`src/rtl/riscv_pkg.sv`:
```
// Shared types for the unified-memory build of the core: arbiter state,
// port ownership encoding and default bus widths.
package riscv_pkg;

  localparam int ADDR_W_DEF = 32;
  localparam int DATA_W_DEF = 32;

  typedef enum logic {
    ARB_IDLE = 1'b0,
    ARB_BUSY = 1'b1
  } arbState_e;

  typedef enum logic {
    OWN_IF = 1'b0,
    OWN_DM = 1'b1
  } owner_e;

endpackage

```
`src/rtl/mem_timeout_counter.sv`:
```
// Counts cycles of an outstanding memory transaction; expired flags the last
// cycle the memory is given before the transaction is abandoned.
module mem_timeout_counter #(
  parameter int TIMEOUT = 16
) (
  input  logic clock,
  input  logic reset,
  input  logic clear,
  input  logic enable,
  output logic expired
);

  localparam int CW = $clog2(TIMEOUT);
  localparam logic [CW-1:0] LAST = CW'(TIMEOUT - 1);

  logic [CW-1:0] count;

  // Holds at LAST so a stalled enable can never wrap back to zero.
  always_ff @(posedge clock) begin
    if (reset || clear) begin
      count <= '0;
    end else if (enable && !expired) begin
      count <= count + CW'(1);
    end
  end

  assign expired = (count == LAST);

endmodule

```
`src/rtl/mem_port_arbiter.sv`:
```
// Shares one request/response memory between the fetch port and the data port.
// Data wins by default; a streak limit guarantees fetch progress.
module mem_port_arbiter
  import riscv_pkg::*;
#(
  parameter int ADDR_W     = ADDR_W_DEF,
  parameter int DATA_W     = DATA_W_DEF,
  parameter int MAX_STREAK = 4,
  parameter int TIMEOUT    = 16
) (
  input  logic              clock,
  input  logic              reset,
  input  logic              if_req,
  input  logic [ADDR_W-1:0] if_addr,
  output logic [DATA_W-1:0] if_rdata,
  output logic              if_done,
  input  logic              dm_req,
  input  logic              dm_we,
  input  logic [ADDR_W-1:0] dm_addr,
  input  logic [DATA_W-1:0] dm_wdata,
  output logic [DATA_W-1:0] dm_rdata,
  output logic              dm_done,
  output logic              mem_req,
  output logic              mem_we,
  output logic [ADDR_W-1:0] mem_addr,
  output logic [DATA_W-1:0] mem_wdata,
  input  logic              mem_gnt,
  input  logic              mem_rvalid,
  input  logic [DATA_W-1:0] mem_rdata,
  output logic              bus_err,
  output logic              stall_if,
  output logic              stall_dm
);

  // Handshake: a requester holds req and its operands stable until its done
  // strobe; mem_req/operands are held until mem_gnt; exactly one mem_rvalid
  // is expected per grant and the matching done fires in the same cycle.

  localparam int SW = $clog2(MAX_STREAK + 1);
  localparam logic [SW-1:0] STREAK_MAX = SW'(MAX_STREAK);

  arbState_e     state;
  owner_e        owner;
  logic [SW-1:0] streak;

  logic isIdle;
  logic isBusy;
  logic streakFull;
  logic dmWins;
  logic ifWins;
  logic grant;
  logic expired;
  logic respDone;
  logic [DATA_W-1:0] respData;

  assign isIdle     = (state == ARB_IDLE);
  assign isBusy     = (state == ARB_BUSY);
  assign streakFull = (streak == STREAK_MAX);

  // Fetch only overtakes a pending data request once data has used its streak.
  assign dmWins = dm_req && !(if_req && streakFull);
  assign ifWins = if_req && !dmWins;

  always_comb begin
    mem_req   = 1'b0;
    mem_we    = 1'b0;
    mem_addr  = '0;
    mem_wdata = '0;
    if (isIdle && !reset) begin
      if (dmWins) begin
        mem_req   = 1'b1;
        mem_we    = dm_we;
        mem_addr  = dm_addr;
        mem_wdata = dm_wdata;
      end else if (ifWins) begin
        mem_req   = 1'b1;
        mem_addr  = if_addr;
      end
    end
  end

  assign grant = mem_req && mem_gnt;

  // A response and the timeout in the same cycle resolve as a normal response.
  assign respDone = isBusy && (mem_rvalid || expired) && !reset;
  assign respData = mem_rvalid ? mem_rdata : '0;

  assign if_done  = respDone && (owner == OWN_IF);
  assign dm_done  = respDone && (owner == OWN_DM);
  assign if_rdata = if_done ? respData : '0;
  assign dm_rdata = dm_done ? respData : '0;
  assign bus_err  = respDone && !mem_rvalid;

  assign stall_if = if_req && !if_done;
  assign stall_dm = dm_req && !dm_done;

  always_ff @(posedge clock) begin
    if (reset) begin
      state  <= ARB_IDLE;
      owner  <= OWN_IF;
      streak <= '0;
    end else if (isIdle) begin
      if (grant) begin
        state <= ARB_BUSY;
        owner <= dmWins ? OWN_DM : OWN_IF;
        if (dmWins && if_req) begin
          if (!streakFull) begin
            streak <= streak + SW'(1);
          end
        end else begin
          streak <= '0;
        end
      end
    end else begin
      if (mem_rvalid || expired) begin
        state <= ARB_IDLE;
      end
    end
  end

  mem_timeout_counter #(
    .TIMEOUT (TIMEOUT)
  ) timeoutCounter (
    .clock   (clock),
    .reset   (reset),
    .clear   (grant),
    .enable  (isBusy),
    .expired (expired)
  );

endmodule

```
`config.mk`:
```
export PLATFORM = sky130hd
export DESIGN_NAME = mem_port_arbiter
export DESIGN_NICKNAME = d
export VERILOG_FILES = /design/src/rtl/riscv_pkg.sv /design/src/rtl/mem_timeout_counter.sv /design/src/rtl/mem_port_arbiter.sv
export SDC_FILE = /design/constraint.sdc
export NUM_CORES = 1
export LEC_CHECK = 0
export BUFFER_PORTS_ARGS = -buffer_cell sky130_fd_sc_hd__buf_2
export CORE_AREA = 3 3 104 106
export DETAILED_ROUTE_END_ITERATION = 10
export DIE_AREA = 0 0 107 109
export SKIP_LAST_GASP = 1
export SYNTH_ARGS = -nofsm -noshare
export SYNTH_HDL_FRONTEND = slang
export SYNTH_SLANG_ARGS = --single-unit
```
`constraint.sdc`:
```
create_clock -name clock -period 1.47 [get_ports clock]
set_input_delay 0.147 -clock clock [delete_from_list [all_inputs] [get_ports clock]]
set_output_delay 0.147 -clock clock [all_outputs]
set_load 0.05 [all_outputs]
```
==> metrics, run 1 <==
crit path time final=1790 ps; Fin. Hold Viols=0; Max transition margin=70.6%; data arrival time of the critical path=1640 ps; post-synthesis sequential area ratio=10.7%; CTS root buffer=sky130_fd_sc_hd__clkbuf_8; most common cell after layout, fill and taps aside=sky130_fd_sc_hd__buf_2; post-synthesis register bit count=9; count of distinct cell types in the synthesized netlist=29; initial antenna violation count=3; count of yosys warnings during synthesis=0; Max Clk Rate=558 MHz; number of max-cap violations=0; worst voltage drop across the vdd grid=0.200 mV; Post-Route Skew=2.60 ps; Std-Cell Rows=36; setup TNS=-31,870 ps; number of instances in the placed design=688; launching element type of the critical path=register; final standard cell count with taps included and fillers excluded=721; final cell area excluding filler cells=5800 µm²; total power divided by cell area=371 nW/µm²; classification of the worst setup path=reg2out; commonest cells after routing, fill and taps aside=134 x sky130_fd_sc_hd__buf_2, 95 x sky130_fd_sc_hd__and2_4, 69 x sky130_fd_sc_hd__buf_8; crit path setup slack, layout=-321 ps; Die Y-Extent=109 µm; number of DRC markers after the initial detailed-route iteration=160; via count=3,268; worst min path class=in2reg; total track usage=19.7%; H-Tree Depth=1; post-detailed-placement cell area=4250 µm²; syn_nets=424; maximum number of pins on one net before global-route repair=34; clock transition time at the flip-flop clock pins of the worst setup and hold paths=50 ps; violated checks=negative setup slack; required time at the endpoint of the critical path=1320 ps; overflow left after global routing=0; setup repair after global routing missed its margin=yes; fraction of the cycle the final worst path needs=122%; area of the mapped netlist=1690 µm²; sink count of the clock tree=9; first-pass GRT wire length=18.4 mm; first drt pass iteration count=4; Post-DRT Antenna Nets=0; synthesized area per cell=5.90 µm²; endpoint class of the critical path=output port; CTS buffer count=3; number of fill cells in the layout=787; clock latency on the worst-skew pair=240 ps; final wirelength=12.5 mm; area overhead of the layout relative to synthesis=244%; standby leakage power=2.76 nW; number of buffers on the longest clock path=2; final setup fails=136; clock tree from TritonCTS=built; number of port buffers=269; status=finished with violations; routed len/inst=17.4 µm; Die Footprint=11,700 µm²; post-layout net count=724; utilization after layout=58.8%; number of instances in the synthesized netlist=286; fraction of final layout cells sized beyond drive strength 1=88.9%; detailed-route DRC error count=0; placed wire-length estimate=8.34 mm; weighted congestion at the end of routability-driven global placement=0.730; max-slew violation total from the final report=0; Core ar.=9860 µm²; IO Pins=270; die width=107 µm; average vias per placed instance=4.53; actual slew at the worst max-slew pin=437 ps; critical-path maximum fanout=8; starting density of the core=17.1%; number of global-route vias before repair=3,585
==> worst max-delay path, cell delays in order (launching register included) <==
cell	delay [ps]
sky130_fd_sc_hd__dfxtp_2	330
sky130_fd_sc_hd__inv_2	50
sky130_fd_sc_hd__ha_4	160
sky130_fd_sc_hd__nand3_4	80
sky130_fd_sc_hd__and2_4	230
sky130_fd_sc_hd__buf_12	180
sky130_fd_sc_hd__nand2_4	60
sky130_fd_sc_hd__a21oi_4	160
sky130_fd_sc_hd__buf_8	160
==> metrics by stage <==
| step | setup slack, ps | hold WS, ps | power, mW |
|---|---|---|---|
| after floorplan | -182 | 209 | 1.15 |
| after global placement | -156 | 465 | 1.55 |
| after detailed placement | -182 | 471 | 1.56 |
| after CTS | -361 | 220 | 2.10 |
| after global routing | -388 | 258 | 2.24 |
| final | -321 | 233 | 2.15 |
==> cells by family after synthesis <==
group / after synthesis / synth area share, %
AND/OR/NAND/NOR: 198 / 64.1
AO/OA/AOI/OAI: 46 / 14.4
buffers and inverters: 29 / 8.08
flip-flops: 9 / 10.7
adder cells (fa/ha/maj): 3 / 2.22
XOR/XNOR: 1 / 0.519
==> registers in the layout, indices dropped and copies added (netlist names) <==
| register | count |
|---|---|
| owner | 1 |
| streak | 3 |
| timeoutCounter.count | 4 |
| isBusy | 1 |
==> final timing paths <==
kind	startpoint	to	slack, ps	cells after the start
worst max register to register	isBusy	streak[2]	-130	7
worst min register to register	timeoutCounter.count[3]	timeoutCounter.count[3]	560	2
worst min-delay path	mem_gnt	streak[2]	230	3
worst max-delay path	streak[0]	mem_addr[31]	-320	8
==> synth_stat cells, drive strengths merged <==
library cell / count / area, µm²
and2: 98 / 613
and4b: 1 / 10.0
or2: 2 / 15.0
buf: 9 / 57.6
nand3: 37 / 185
a21oi: 37 / 185
nor2: 9 / 41.3
xor2: 1 / 8.76
o21a: 2 / 15.0
nor3: 3 / 15.0
and3: 2 / 12.5
nand2b: 2 / 12.5
dfxtp: 9 / 180
o21bai: 1 / 7.51
or3: 1 / 6.26
nor2b: 2 / 12.5
nand2: 39 / 146
ha: 3 / 37.5
nand4: 2 / 12.5
o31ai: 1 / 7.51
a211oi: 1 / 7.51
inv: 4 / 15.0
clkbuf: 16 / 63.8
o21ai: 4 / 20.0
==> layout make-up <==
class	instances	area, µm²	area share [%]
tap	133	166	2.87
sequential	9	188	3.23
timing repair buffer	320	3010	51.9
multi-input combinational	248	2370	40.8
inverter	4	15.0	0.259
clock buffer	4	45.0	0.776
antenna	3	7.51	0.129
==> power by group <==
part	switching [mW]	internal, mW
combinational	0.919	0.677
clock	0.106	0.190
sequential	0.00579	0.254
==> repair_timing <==
item	CTS	global route
cloned	7	3
hold buffers	0	0
setup buffers	16	7
endpoints found under the setup margin	135	139
pin swaps	62	50
resized for setup	332	54
==> layer usage <==
| layer | global-route usage (%) | routed length (µm) | vias up |
|---|---|---|---|
| met5 | 0 | 0 | - |
| met1 | 19.7 | 4090 | 1523 |
| met2 | 38.1 | 6830 | 184 |
| met4 | 7.40 | 374 | 0 |
| met3 | 6.04 | 1250 | 21 |
| li1 | - | - | 1540 |
Note: power is estimated with default switching activity, not from simulation.
==> inputs of run 2 (changes only) <==
--- a/config.mk
+++ b/config.mk
@@ -9,6 +9,7 @@
 export CORE_AREA = 3 3 104 106
 export DETAILED_ROUTE_END_ITERATION = 10
 export DIE_AREA = 0 0 107 109
+export SKIP_CTS_REPAIR_TIMING = 1
 export SKIP_LAST_GASP = 1
 export SYNTH_ARGS = -nofsm -noshare
 export SYNTH_HDL_FRONTEND = slang
==> constraint.sdc (replaced) <==
create_clock -name clock -period 1.47 [get_ports clock]
set_input_delay 0.147 -clock clock [delete_from_list [all_inputs] [get_ports clock]]
set_output_delay 0.147 -clock clock [all_outputs]
set_load 0.005 [all_outputs]
==> metrics, run 2 (synthesis gave the netlist of run 1 again) <==
H-Tree Depth=1 (unchanged); flop2flop setup slack=240 ps (+370 ps); met3 Resource Use GR=2.01% (-4.0 points); most common cell after layout, fill and taps aside=sky130_fd_sc_hd__buf_2; data arrival time of the critical path=1590 ps (-50 ps); clock transition time at the flip-flop clock pins of the worst setup and hold paths=50 ps (about the same); Fin. Hold Viols=0 (unchanged); sink count of the clock tree=9 (unchanged); final wirelength=10.8 mm (-14%); CTS root buffer=sky130_fd_sc_hd__clkbuf_8; grt peak-use layer=met2; CTS buffer count=3 (unchanged); met1 capacity usage during global routing=16.0% (-3.7 points); Reg area=190 µm² (+1.3%); max reg flops=4 (unchanged); IO Pins=270 (unchanged); crit path time final=1740 ps (-49.2 ps); via count=3,097 (-5.2%); post-layout net count=706 (-2.5%); Std-Cell Rows=36 (unchanged); worst reg-to-reg path cell count=4 (-3); routed len/inst=15.5 µm (-11%); routing usage on met2=24.6% (-13 points); final setup fails=131 (-3.7%); critical path cell sequence=inv_2 > ha_4 > nand3_4 > nand2_4 > buf_12 > buf_6 > nand3_1 > a21oi_1 > buf_2; Die Footprint=11,700 µm² (unchanged); first-pass GRT wire length=12.8 mm (-30%); launching element type of the critical path=register; worst min path class=in2reg; commonest cells after routing, fill and taps aside=237 x sky130_fd_sc_hd__buf_2, 65 x sky130_fd_sc_hd__and2_1, 35 x sky130_fd_sc_hd__buf_6; clock tree from TritonCTS=built; setup TNS=-17,720 ps (+14,150 ps); Max transition margin=78.3% (+7.7 points); weighted congestion at the end of routability-driven global placement=0.824 (+13%); cell with the biggest individual delay on the critical path=sky130_fd_sc_hd__dfxtp_2; max-slew violation total from the final report=0 (unchanged); number of global-route vias before repair=2,667 (-26%); Reg2Reg Capture Point=streak[2]; launch point of the worst reg-to-reg path=isBusy; number of max-cap violations=0 (unchanged); classification of the worst setup path=reg2out; total track usage=13.1% (-6.6 points); utilization after layout=41.1% (-18 points); worst hold start=mem_gnt; worst hold endpoint=streak[2]; final standard cell count with taps included and fillers excluded=701 (-2.8%); Die Y-Extent=109 µm (unchanged); number of instances in the placed design=680 (-1.2%); cell depth of the worst hold path=3 (unchanged); first drt pass iteration count=4 (unchanged); Reg with most FFs=timeoutCounter.count; overflow left after global routing=0 (unchanged); area occupied by multi-input gates=1580 µm² (-33%); registers with the most flip-flops=timeoutCounter.count: 4 flops, streak: 3 flops; endpoint class of the critical path=output port; starting density of the core=17.1% (unchanged); status=finished with violations; number of fill cells in the layout=1,020 (+30%); actual slew at the worst max-slew pin=325 ps (-112 ps); clock latency on the worst-skew pair=240 ps (about the same); number of buffers on the longest clock path=2 (unchanged); final cell area excluding filler cells=4050 µm² (-30%); average vias per placed instance=4.42 (-2.5%); initial antenna violation count=0 (-3); placed wire-length estimate=7.36 mm (-12%); critical-path maximum fanout=7 (-1); maximum number of pins on one net before global-route repair=34 (unchanged); standby leakage power=2.25 nW (-19%); number of DRC markers after the initial detailed-route iteration=128 (-20%); fraction of the cycle the final worst path needs=118% (-3.3 points); detailed-route DRC error count=0 (unchanged); die width=107 µm (unchanged); violated checks=negative setup slack; crit-path max cell delay=320 ps (about the same); Post-DRT Antenna Nets=0 (unchanged); setup repair after global routing missed its margin=yes; worst voltage drop across the vdd grid=0.224 mV (+12%); crit path setup slack, layout=-271 ps (+49.2 ps); total power divided by cell area=342 nW/µm² (-7.6%); Post-Route Skew=3.27 ps (+0.672 ps); Core ar.=9860 µm² (unchanged); required time at the endpoint of the critical path=1320 ps (about the same); number of port buffers=269 (unchanged); area overhead of the layout relative to synthesis=140%; post-detailed-placement cell area=3270 µm² (-23%); fraction of final layout cells sized beyond drive strength 1=66.7% (-22 points); Max Clk Rate=574 MHz (+2.8%)
run 2: report_power, final:
part	internal (mW)	total [mW]	switching, mW
clock network	0.186	0.301	0.115
logic	0.467	0.828	0.361
registers	0.252	0.259	0.00697
run 2: worst max-delay path, delay by kind of cell (launching register included):
kind | cells | cell delay, ps
AO/OA/AOI/OAI | 1 | 150
adder cells (fa/ha/maj) | 1 | 140
buffers and inverters | 4 | 460
flip-flops | 1 | 320
AND/OR/NAND/NOR | 3 | 300
run 2: area by class of cell:
class	count	area share [%]
Inverter	4	0.370
Sequential cell	9	4.69
Timing Repair Buffer	302	50.5
Clock buffer	3	1.02
Tap cell	133	4.11
Clock inverter	1	0.123
Antenna cell	1	0.0617
Multi-Input combinational cell	248	39.1
run 2: per-stage QoR:
step	power (mW)	worst slack (ps)	hold WS, ps
after floorplan	0.507	-12.4	216
after global placement	0.857	-77.5	431
after detailed placement	0.868	-136	432
after CTS	1.18	-401	180
after global routing	1.48	-368	222
final	1.39	-271	211
run 2: worst max-delay path by stage:
stage | slack (ps) | endpoint | startpoint
final | -270 | mem_addr[0] | streak[0]
after global routing | -370 | mem_addr[21] | streak[0]
after detailed placement | -140 | mem_addr[20] | streak[0]
after global placement | -80 | mem_addr[10] | streak[0]
after floorplan | -10 | mem_addr[10] | streak[0]
after CTS | -400 | mem_addr[20] | streak[0]
run 2: metal layers:
metal  vias to the layer above  share of wire (%)
li1                       1500                  -
met1                      1442                 38
met2                       143                 55
met3                        12                6.8
met4                         0               0.69
met5                         -                  0
==> inputs of run 3 (changes only) <==
==> constraint.sdc (replaced) <==
create_clock -name clock -period 1.51 [get_ports clock]
set_input_delay 0.151 -clock clock [delete_from_list [all_inputs] [get_ports clock]]
set_output_delay 0.151 -clock clock [all_outputs]
set_load 0.005 [all_outputs]
==> metrics, run 3 (synthesis gave the netlist of run 1 again) <==
overflow left after global routing=0 (unchanged); flop2flop setup slack=200 ps (-40 ps); final cell area excluding filler cells=4250 µm² (+4.8%); maximum number of pins on one net before global-route repair=34 (unchanged); number of buffers on the longest clock path=2 (unchanged); Die Footprint=11,700 µm² (unchanged); detailed-route DRC error count=0 (unchanged); number of global-route vias before repair=2,624 (-1.6%); final setup fails=129 (-1.5%); area occupied by multi-input gates=1710 µm² (+8.1%); CTS root buffer=sky130_fd_sc_hd__clkbuf_8; post-detailed-placement cell area=3250 µm² (-0.46%); violated checks=negative setup slack; registers with the most flip-flops=timeoutCounter.count: 4 flops, streak: 3 flops; first-pass GRT wire length=12.6 mm (-1.9%); setup repair after global routing missed its margin=yes; Max transition margin=76.4% (-1.9 points); cell with the biggest individual delay on the critical path=sky130_fd_sc_hd__dfxtp_2; Sw Share=36.4% (+1.6 points); max reg flops=4 (unchanged); first drt pass iteration count=4 (unchanged); standby leakage power=2.26 nW (+0.66%); routed len/inst=15.9 µm (+2.9%); Sw Pwr=0.467 mW (-3.4%); worst voltage drop across the vdd grid=0.307 mV (+37%); final wirelength=11.0 mm (+1.8%); weighted congestion at the end of routability-driven global placement=0.825 (+0.11%); critical path cell sequence=inv_2 > ha_4 > nand3_4 > and2_4 > clkbuf_16 > nand2_4 > a21oi_2 > buf_2; status=finished with violations; antenna diode instance count=0 (-1); Internal Dissipation=0.816 mW (-9.8%); most common cell after layout, fill and taps aside=sky130_fd_sc_hd__buf_2; Post-Route Skew=3.16 ps (-0.110 ps); IO Pins=270 (unchanged); area overhead of the layout relative to synthesis=152%; Core ar.=9860 µm² (unchanged); crit-path max cell delay=330 ps (about the same); die width=107 µm (unchanged); initial antenna violation count=0 (unchanged); sink count of the clock tree=9 (unchanged); fraction of final layout cells sized beyond drive strength 1=71.7% (+5.0 points); clock tree from TritonCTS=built; total power divided by cell area=302 nW/µm² (-12%); clock latency on the worst-skew pair=240 ps (about the same); Die Y-Extent=109 µm (unchanged); worst min path class=in2reg; H-Tree Depth=1 (unchanged); number of fill cells in the layout=977 (-4.2%); via count=3,080 (-0.55%); required time at the endpoint of the critical path=1360 ps (+40 ps); Reg area=191 µm² (+0.66%); fraction of the cycle the final worst path needs=117%; endpoint class of the critical path=output port; Std-Cell Rows=36 (unchanged); Post-DRT Antenna Nets=0 (unchanged); Max Clk Rate=568 MHz; max-slew violation total from the final report=0 (unchanged); classification of the worst setup path=reg2out; data arrival time of the critical path=1610 ps (+20 ps); placed wire-length estimate=7.36 mm (about the same); crit path setup slack, layout=-249 ps (+21.9 ps); clock transition time at the flip-flop clock pins of the worst setup and hold paths=50 ps (about the same); utilization after layout=43.0% (+2.0 points); number of DRC markers after the initial detailed-route iteration=104 (-19%); Reg with most FFs=timeoutCounter.count; critical-path maximum fanout=8 (+1); number of max-cap violations=0 (unchanged); crit path time final=1760 ps; commonest cells after routing, fill and taps aside=210 x sky130_fd_sc_hd__buf_2, 62 x sky130_fd_sc_hd__buf_6, 60 x sky130_fd_sc_hd__and2_4; average vias per placed instance=4.44 (+0.45%); share of power burned in combinational logic=57.3% (-2.4 points); part of the power in registers=19.6% (+1.0 points); actual slew at the worst max-slew pin=355 ps (+29.7 ps); setup slack at placement=-119 ps (+17.3 ps); number of port buffers=269 (unchanged); post-layout net count=700 (-0.85%); CTS buffer count=3 (unchanged); total track usage=12.9% (-0.19 points); Fin. Hold Viols=0 (unchanged); launching element type of the critical path=register; Clk pwr share=23.1% (+1.4 points); starting density of the core=17.1% (unchanged)
-- run 3: worst paths after layout --
| check | startpoint | end | cells after the start |
|---|---|---|---|
| worst max-delay path | streak[0] | mem_addr[20] | 8 |
| worst min-delay path | mem_gnt | streak[2] | 3 |
| worst max register to register | streak[0] | streak[1] | 7 |
| worst min register to register | timeoutCounter.count[1] | timeoutCounter.count[1] | 2 |
-- run 3: routing by layer --
layer	global-route usage [%]	share of wire (%)	up-vias
li1	-	-	1485
met1	16.1	36	1426
met2	24.3	56	156
met3	2.07	7.0	13
met4	1.10	1.1	0
met5	0	0	-
-- run 3: final cells by class --
cell class                 instances  share of cell area [%]
sequential                         9                    4.51
multi-input combinational        248                    40.3
timing repair buffer             296                    49.8
clock buffer                       3                   0.972
inverter                           4                   0.354
clock inverter                     1                   0.118
tap                              133                    3.92
-- run 3: power groups by stage --
stage          Clock, mW  Sequential (mW)  Combinational, mW
5_1_grt            0.314            0.252              0.802
4_1_cts            0.300            0.251              0.593
6_report           0.296            0.251              0.736
3_5_place_dp           0            0.256              0.589
3_3_place_gp           0            0.256              0.578
2_1_floorplan          0            0.254              0.239
-- run 3: through the flow --
step	setup TNS (ps)	instances	power, mW	hold slack [ps]
2_1_floorplan	0	286	0.493	220
3_3_place_gp	-1230	678	0.834	431
3_5_place_dp	-4200	678	0.845	439
4_1_cts	-27520	682	1.14	186
5_1_grt	-25620	694	1.37	208
6_report	-16960	694	1.28	217
-- run 3: critical path: cells and delay by family (launching register included) --
| family | cells | cell delay [ps] |
|---|---|---|
| AOI/OAI and AO/OA | 1 | 130 |
| and+or+nand+nor | 3 | 380 |
| buffers and inverters | 3 | 360 |
| DFF | 1 | 330 |
| adders and majority gates | 1 | 160 |
